--- config.mk ---
export PLATFORM = sky130hd
export DESIGN_NAME = stage_four
export DESIGN_NICKNAME = d
export VERILOG_FILES = /design/src/rtl/types_pkg.sv /design/src/rtl/reg_file.sv /design/src/rtl/stage_four.sv
export SDC_FILE = /design/constraint.sdc
export NUM_CORES = 1
export LEC_CHECK = 0
export CAP_MARGIN = 15
export CORE_UTILIZATION = 35
export CTS_CLUSTER_SIZE = 24
export DETAILED_ROUTE_END_ITERATION = 10
export PLACE_DENSITY = 0.61
export SYNTH_ARGS = -nofsm -noshare
export SYNTH_HDL_FRONTEND = slang
export SYNTH_SLANG_ARGS = --single-unit
export TNS_END_PERCENT = 20
--- constraint.sdc ---
create_clock -name clk -period 12.08 [get_ports clk]
set_input_delay 2.416 -clock clk [delete_from_list [all_inputs] [get_ports clk]]
set_output_delay 2.416 -clock clk [all_outputs]
set_load 0.01 [all_outputs]
--- src/rtl/types_pkg.sv ---
// Shared types and constants for the writeback stage and its register file.
package types_pkg;

    localparam int unsigned RD_MSB = 11;
    localparam int unsigned RD_LSB = 8;

    localparam logic [3:0] R0_ADDR = 4'd0;

    typedef struct packed {
        logic        valid;
        logic [3:0]  rd;
        logic [31:0] data;
        logic        reg_wr;
        logic        r0_en;
    } mem_wb_t;

endpackage

--- src/rtl/reg_file.sv ---
// Architectural register file: two write ports (R0 upper-half port has priority)
// and two combinational read ports with write-through bypass.
module reg_file
    import types_pkg::*;
#(
    parameter int unsigned DATA_W = 16,
    parameter int unsigned NREGS  = 16,
    parameter int unsigned AW     = 4
) (
    input  logic              clk,
    input  logic              rst,
    input  logic              wr_en,
    input  logic [AW-1:0]     wr_addr,
    input  logic [DATA_W-1:0] wr_data,
    input  logic              r0_wr_en,
    input  logic [DATA_W-1:0] r0_wr_data,
    input  logic [AW-1:0]     rd_addr_a,
    input  logic [AW-1:0]     rd_addr_b,
    output logic [DATA_W-1:0] rd_data_a,
    output logic [DATA_W-1:0] rd_data_b
);

    logic [DATA_W-1:0] r_regs [NREGS];

    // R0 upper write is issued last so it overrides a same-edge low-half write to R0.
    always_ff @(posedge clk or posedge rst) begin
        if (rst) begin
            for (int unsigned i = 0; i < NREGS; i++) begin
                r_regs[i] <= '0;
            end
        end else begin
            if (wr_en) begin
                r_regs[wr_addr] <= wr_data;
            end
            if (r0_wr_en) begin
                r_regs[AW'(R0_ADDR)] <= r0_wr_data;
            end
        end
    end

    always_comb begin
        rd_data_a = r_regs[rd_addr_a];
        if (r0_wr_en && (rd_addr_a == AW'(R0_ADDR))) begin
            rd_data_a = r0_wr_data;
        end else if (wr_en && (rd_addr_a == wr_addr)) begin
            rd_data_a = wr_data;
        end
    end

    always_comb begin
        rd_data_b = r_regs[rd_addr_b];
        if (r0_wr_en && (rd_addr_b == AW'(R0_ADDR))) begin
            rd_data_b = r0_wr_data;
        end else if (wr_en && (rd_addr_b == wr_addr)) begin
            rd_data_b = wr_data;
        end
    end

endmodule

--- src/rtl/stage_four.sv ---
// Writeback stage: MEM/WB pipeline register, halt-gated commit to the register
// file, forwarding outputs and retired-instruction counter.
module stage_four
    import types_pkg::*;
#(
    parameter int unsigned DATA_W = 16,
    parameter int unsigned NREGS  = 16,
    parameter int unsigned AW     = 4
) (
    input  logic              clk,
    input  logic              rst,
    input  logic              halt_sys,
    input  logic              in_valid,
    input  logic [15:0]       instruction,
    input  logic [31:0]       data,
    input  logic              reg_wr,
    input  logic              r0_en,
    input  logic [AW-1:0]     rd_addr_a,
    input  logic [AW-1:0]     rd_addr_b,
    output logic [DATA_W-1:0] rd_data_a,
    output logic [DATA_W-1:0] rd_data_b,
    output logic              wb_en,
    output logic [AW-1:0]     wb_addr,
    output logic [DATA_W-1:0] wb_data,
    output logic              wb_r0_en,
    output logic [DATA_W-1:0] wb_r0_data,
    output logic [15:0]       retired
);

    mem_wb_t     r_mw;
    logic [15:0] r_retired;
    logic        w_commit;

    always_ff @(posedge clk or posedge rst) begin
        if (rst) begin
            r_mw <= '0;
        end else if (!halt_sys) begin
            r_mw <= '{valid:  in_valid,
                      rd:     instruction[RD_MSB:RD_LSB],
                      data:   data,
                      reg_wr: reg_wr,
                      r0_en:  r0_en};
        end
    end

    // A held instruction commits only on the first non-halted edge.
    assign w_commit = r_mw.valid & ~halt_sys;

    always_ff @(posedge clk or posedge rst) begin
        if (rst) begin
            r_retired <= '0;
        end else if (w_commit) begin
            r_retired <= r_retired + 16'd1;
        end
    end

    assign wb_en      = w_commit & r_mw.reg_wr;
    assign wb_r0_en   = w_commit & r_mw.r0_en;
    assign wb_addr    = r_mw.rd;
    assign wb_data    = r_mw.data[DATA_W-1:0];
    assign wb_r0_data = r_mw.data[31:16];
    assign retired    = r_retired;

    reg_file #(
        .DATA_W (DATA_W),
        .NREGS  (NREGS),
        .AW     (AW)
    ) u_reg_file (
        .clk        (clk),
        .rst        (rst),
        .wr_en      (wb_en),
        .wr_addr    (wb_addr),
        .wr_data    (wb_data),
        .r0_wr_en   (wb_r0_en),
        .r0_wr_data (wb_r0_data),
        .rd_addr_a  (rd_addr_a),
        .rd_addr_b  (rd_addr_b),
        .rd_data_a  (rd_data_a),
        .rd_data_b  (rd_data_b)
    );

endmodule

# [Yosys cells after proc, flatten, opt, wreduce, memory -nomap -nowiden]
# Index checks and enable logic that the tools add are counted.
[totals] word_cells=59 regBits=311
[op_classes] eq_ne=2 n_reduce_logical=8 add_sub_neg=1 bitwise_logic=7 magnitude_cmp=4 muxes=15
[ops] op="256-bit bitwise mux" count=1
[ops] op="256-bit 2-to-1 mux" count=1
[ops] op="16-bit 2-to-1 mux" count=10
[ops] op="16-bit binary-select mux with 4-bit select" count=2
[ops] op="16-bit demux with 4-bit select" count=1
[ops] op="16-bit by 1-bit adder with 16-bit output (second input constant)" count=1
[ops] op="5-bit >= comparator (second input constant)" count=3
[ops] op="4-bit NOT with 5-bit output" count=3
[ops] op="4-bit equality test" count=2
[ops] op="4-bit logical NOT" count=2
[ops] op="1-bit logical AND" count=5
[ops] op="5-bit by 1-bit < comparator with 1-bit output (second input constant)" count=1
[ops] op="1-bit bitwise AND" count=3
[ops] op="2-bit nonzero test" count=1
[ops] op="1-bit NOT" count=1

# [Longest topological paths before layout]
[depth] word_depth=8 mapped_depth=9 mapped_depth_nobuf=6

# [By module]
# Synthesis repeated with hierarchy kept, for this count alone.
[hier_totals] hier_cells=1299 hier_area_um2=17334.1
[by_module_without_submodules] module="reg_file" seq_area_each_um2=6406.1 cells_each=1120 instances=1 area_per_inst_um2=14885.5
[by_module_without_submodules] module="stage_four" seq_area_each_um2=1376.3 cells_each=179 instances=1 area_per_inst_um2=2448.6

# [Least setup slack after synthesis]
# OpenSTA, ideal clock, no wires.
[synth_timing] path_type="input-to-output" from="input rd_addr_a[2]" to="output rd_data_a[10]" cell_stages=8 setup_slack_ps=5719 arrival_ps=3945 path_cell_list="buf_2 -> or3b_1 -> clkbuf_1 -> buf_2 -> o22ai_1 -> a211o_1 -> a211oi_1 -> o31ai_1"
[synth_via] elab_chain_len=6 word_cells_on_any_way=10 classes_between="eq/ne: 1; mux: 5; bitwise: 1; reduce/logical: 3"
[synth_rtl] element="start, declared" line_no="stage_four.sv:18" text="input logic [AW-1:0] rd_addr_a,"
[synth_rtl] element="4-bit NOT with 5-bit output (implied by the code)" line_no="reg_file.sv:42" text="rd_data_a = r_regs[rd_addr_a];"
[synth_rtl] element="16-bit binary-select mux with 4-bit select" line_no="reg_file.sv:42"
[synth_rtl] element="16-bit 2-to-1 mux (implied by the code) (2 in a row)" line_no="reg_file.sv:42"
[synth_rtl] element="16-bit 2-to-1 mux" line_no="reg_file.sv:45" text="end else if (wr_en && (rd_addr_a == wr_addr)) begin"
[synth_rtl] element="16-bit 2-to-1 mux *" line_no="reg_file.sv:43" text="if (r0_wr_en && (rd_addr_a == AW'(R0_ADDR))) begin"
[synth_rtl] element="end, declared" line_no="stage_four.sv:20" text="output logic [DATA_W-1:0] rd_data_a,"
# Mark *: on every way between the ends. The rest lies on a longest branch, timed or not. The select of a mux whose other input is x is not followed.

# [Worst setup path in the final report]
[layout_timing] from="input rd_addr_b[1]" to="output rd_data_b[9]"
[layout_via] elab_chain_len=6 word_cells_on_any_way=10 classes_between="eq/ne: 1; mux: 5; bitwise: 1; reduce/logical: 3"
[layout_rtl] element="start, declared" line_no="stage_four.sv:19" text="input logic [AW-1:0] rd_addr_b,"
[layout_rtl] element="4-bit NOT with 5-bit output (implied by the code)" line_no="reg_file.sv:51" text="rd_data_b = r_regs[rd_addr_b];"
[layout_rtl] element="16-bit binary-select mux with 4-bit select" line_no="reg_file.sv:51"
[layout_rtl] element="16-bit 2-to-1 mux (implied by the code) (2 in a row)" line_no="reg_file.sv:51"
[layout_rtl] element="16-bit 2-to-1 mux" line_no="reg_file.sv:54" text="end else if (wr_en && (rd_addr_b == wr_addr)) begin"
[layout_rtl] element="16-bit 2-to-1 mux *" line_no="reg_file.sv:52" text="if (r0_wr_en && (rd_addr_b == AW'(R0_ADDR))) begin"
[layout_rtl] element="end, declared" line_no="stage_four.sv:21" text="output logic [DATA_W-1:0] rd_data_b,"
# Marks and branches as above.

==> flow_summary.ini <==
[placement]
gpl.final_weighted_congestion = 0.812
placed_cells_incl_taps = 1934
place_hpwl_mm = 30.8
place.port_buffers = 135
place_area_mm2 = 0.0184

[clock_network]
clockBufferDepth = 3
cts_tree = built
count_of_cells_resized_by_post_cts_repair = 0
clock-sinks = 311
ctsHoldBuffers = 0
cts.htree.levels = 2
clock_latency_on_the_worst_skew_pair_ns = 0.52
cts_made_buffers = 34
worst_setup_hold_path_clk_slew_ns = 0.06
clock_tree.root_cell = clkbuf_16
cts.repair_timing.setup_buffer_count = 0

[grt]
grt_start_max_net_pins = 106
grt_antenna_before_repair = 0
grt_pass1_vias = 11791
global_route.usage.total_pct = 20.6
global_route_wire_length_before_repair_mm = 76.6
grt_overflow_total = 0

[worst_setup_path]
regToRegEndpoint = u_reg_file.r_regs[234]$_DFFE_PP0P_
critical_path.endpoint_type = output pin
r2r_setup_slack_ns = 9.34
reg2reg_depth = 6
worst-endpoint-arrival_ns = 6.19
timing.critical_path.required_ns = 9.66
max_stage_delay_ns = 1.01
worstPathMaxFanout = 41
crit_path_cell_trace = buf_2 > buf_4 > xnor2_1 > nand4_1 > nor2_1 > buf_4 > a211oi_1 > o31ai_1 > clkdlybuf4s50_1
timing.setup.critical_path_class = primary input to output pin
cpMaxStageDelayCell = nor2_1
timing.critical_path.from_type = primary input
path_common_cell = buf_4
crit-reg2reg-launch = r_mw[1]$_DFFE_PP0N_

[power_and_ir_drop]
max_rail_drop_vdd_mv = 0.0873
power_density_mw_per_mm2 = 165
overall_power_mw = 3.22
power.static_leakage_nw = 8.68

[synthesis]
synth_top_area_share_pct = 45.8
synthTopCellsByArea = dfrtp_1, mux2_2, mux2i_1, mux4_2, buf_4
yosys_warnings = 0
synth.ff_latch_count = 311
syn-mean-instance-area_um2 = 12.9
async_reset_ff_share_pct = 100
syn-cell-area_mm2 = 0.0170
netlist-cell-type-count = 43
netlist.top_cell.by_area = dfrtp_1
synth_cells = 1316
synthesis.nets = 1379
synth-main-ff-cell = dfrtp_1
synth_enable_flop_cells = 0
ys_seq_area_share_pct = 45.8

[sta]
max_clock_freq_mhz = 116
worst_hold_slack_ns = 0.476
report.final.setup_viol = 0
fin_tns_setup_ns = 0
worst_slew_margin_rel_pct = 12.1
skew_ns = 0.0123
rsz0062_at_grt = false
final.period_utilization_pct = 71.3
timing.final.crit_period_ns = 8.61
worst_pin_slew_ns = 1.31
hold_viol = 0
timing_max_transition_violations_final = 0

[finish]
fin_area_mm2 = 0.0195
n_antenna_cell = 0
syn2layout_area_growth_pct = 14.7
post_route_cells_drive_above_1_share_pct = 32.5
num-nets-final = 1418
fillCellCount = 4450
final_cells = 1993

[detailed_routing]
route.vias.total = 11548
detail-route-antenna-nets = 0
drt_pre_antenna_iters = 5
totalWireLength_mm = 51.0
routed_via_density = 5.79
wl_per_cell_um = 25.6
first_iter_violations = 937
post-route-drc-count = 0

[die]
die_x_um = 222
fp.dieArea_mm2 = 0.0495
core-area_mm2 = 0.0478
io_pins = 148
placement_rows = 80
die_height_um = 222
initial_core_util_pct = 35.5

[hold_path]
hold_critical_path_depth = 1
timing.hold.worst.start = retired[15]$_DFFE_PP0N_
timing.hold.worst_endpoint = retired[15]$_DFFE_PP0N_
holdCritPathClass = flop to flop

[status]
status = finished, final reports clean

[flow_run]
drv.max_cap_violation_count = 0
-- report_power, final --
part | internal (mW) | switching, mW
logic | 0.441 | 0.299
registers | 1.26 | 0.205
clock network | 0.588 | 0.428
-- cells in the mapped netlist, types with 14 or more instances --
cell type and instances:
buf_1 14, buf_4 56, dfrtp_1 311, xnor2_1 19, a211oi_1 30, buf_2 48
mux2i_1 143, mux4_2 59, mux2_2 282, o22ai_1 64, o31ai_1 32, nor2_1 51
a21oi_1 15, nand2_1 45, a211o_1 30, clkbuf_1 39
-- cell families (layout without fill, tap and decap cells) --
kind of cell | Yosys count | count (layout) | synth area share (%)
adders and majority gates | 1 | 1 | 0.0736
buffers and inverters | 166 | 228 | 5.43
and+or+nand+nor | 151 | 151 | 4.48
muxes | 489 | 489 | 35.7
xor gates and xnor gates | 23 | 23 | 1.19
DFF | 311 | 311 | 45.8
AOI/OAI and AO/OA | 175 | 175 | 7.35
-- how the worst max path moves through the flow --
stage | start | cells past startpoint | to
2_1_floorplan | rst | 1 | r_mw[0]$_DFFE_PP0N_
3_3_place_gp | rd_addr_b[1] | 9 | rd_data_b[9]
3_5_place_dp | rd_addr_b[1] | 9 | rd_data_b[9]
4_1_cts | rd_addr_b[1] | 9 | rd_data_b[9]
5_1_grt | rd_addr_b[1] | 9 | rd_data_b[9]
6_report | rd_addr_b[1] | 9 | rd_data_b[9]
-- cell type report --
| class | instances | area (µm²) | area share, % |
|---|---|---|---|
| sequential | 311 | 7780 | 39.9 |
| multi-input combinational | 839 | 8310 | 42.6 |
| timing repair buffer | 164 | 1540 | 7.89 |
| clock inverter | 8 | 42.5 | 0.218 |
| inverter | 5 | 26.3 | 0.135 |
| clock buffer | 51 | 1030 | 5.28 |
| tap | 615 | 769 | 3.95 |
-- critical path: cells and delay by family --
| family | cells | cell delay (ns) |
|---|---|---|
| buf+inv | 4 | 1.81 |
| simple gates | 2 | 1.16 |
| compound gates | 2 | 0.57 |
| xor+xnor | 1 | 0.19 |
-- through the flow --
step	utilization [%]	worst slack [ns]
global route	40.8	3.52
CTS	40.8	3.63
finish	40.8	3.47
global placement	38.5	3.62
floorplan	-	1.06
detailed placement	38.5	3.64
-- placed cells by master (no fill, tap or decap), types with 30 or more instances in the layout --
cell type          n
dfrtp_1          311
mux2_2           282
mux2i_1          143
clkdlybuf4s50_1  128
o22ai_1           64
mux4_2            59
nor2_1            51
nand2_1           45
clkbuf_16         37
o31ai_1           32
buf_4             31
a211o_1           30
a211oi_1          30
-- registers in the layout, indices dropped and copies added, names as in the netlist --
| register | count |
|---|---|
| retired | 16 |
| wb_data | 16 |
| wb_r0_data | 16 |
| wb_addr | 4 |
| u_reg_file.r_regs | 256 |
| r_mw | 3 |
-- metal layers --
layer,up-vias,part of all wire [%],GRT usage (%)
met5,-,0,0
met4,0,2.9,7.01
met3,91,6.9,3.91
met2,394,47,32.2
met1,6088,44,28.6
li1,4975,-,-
Power figures use the tool's default switching activity.
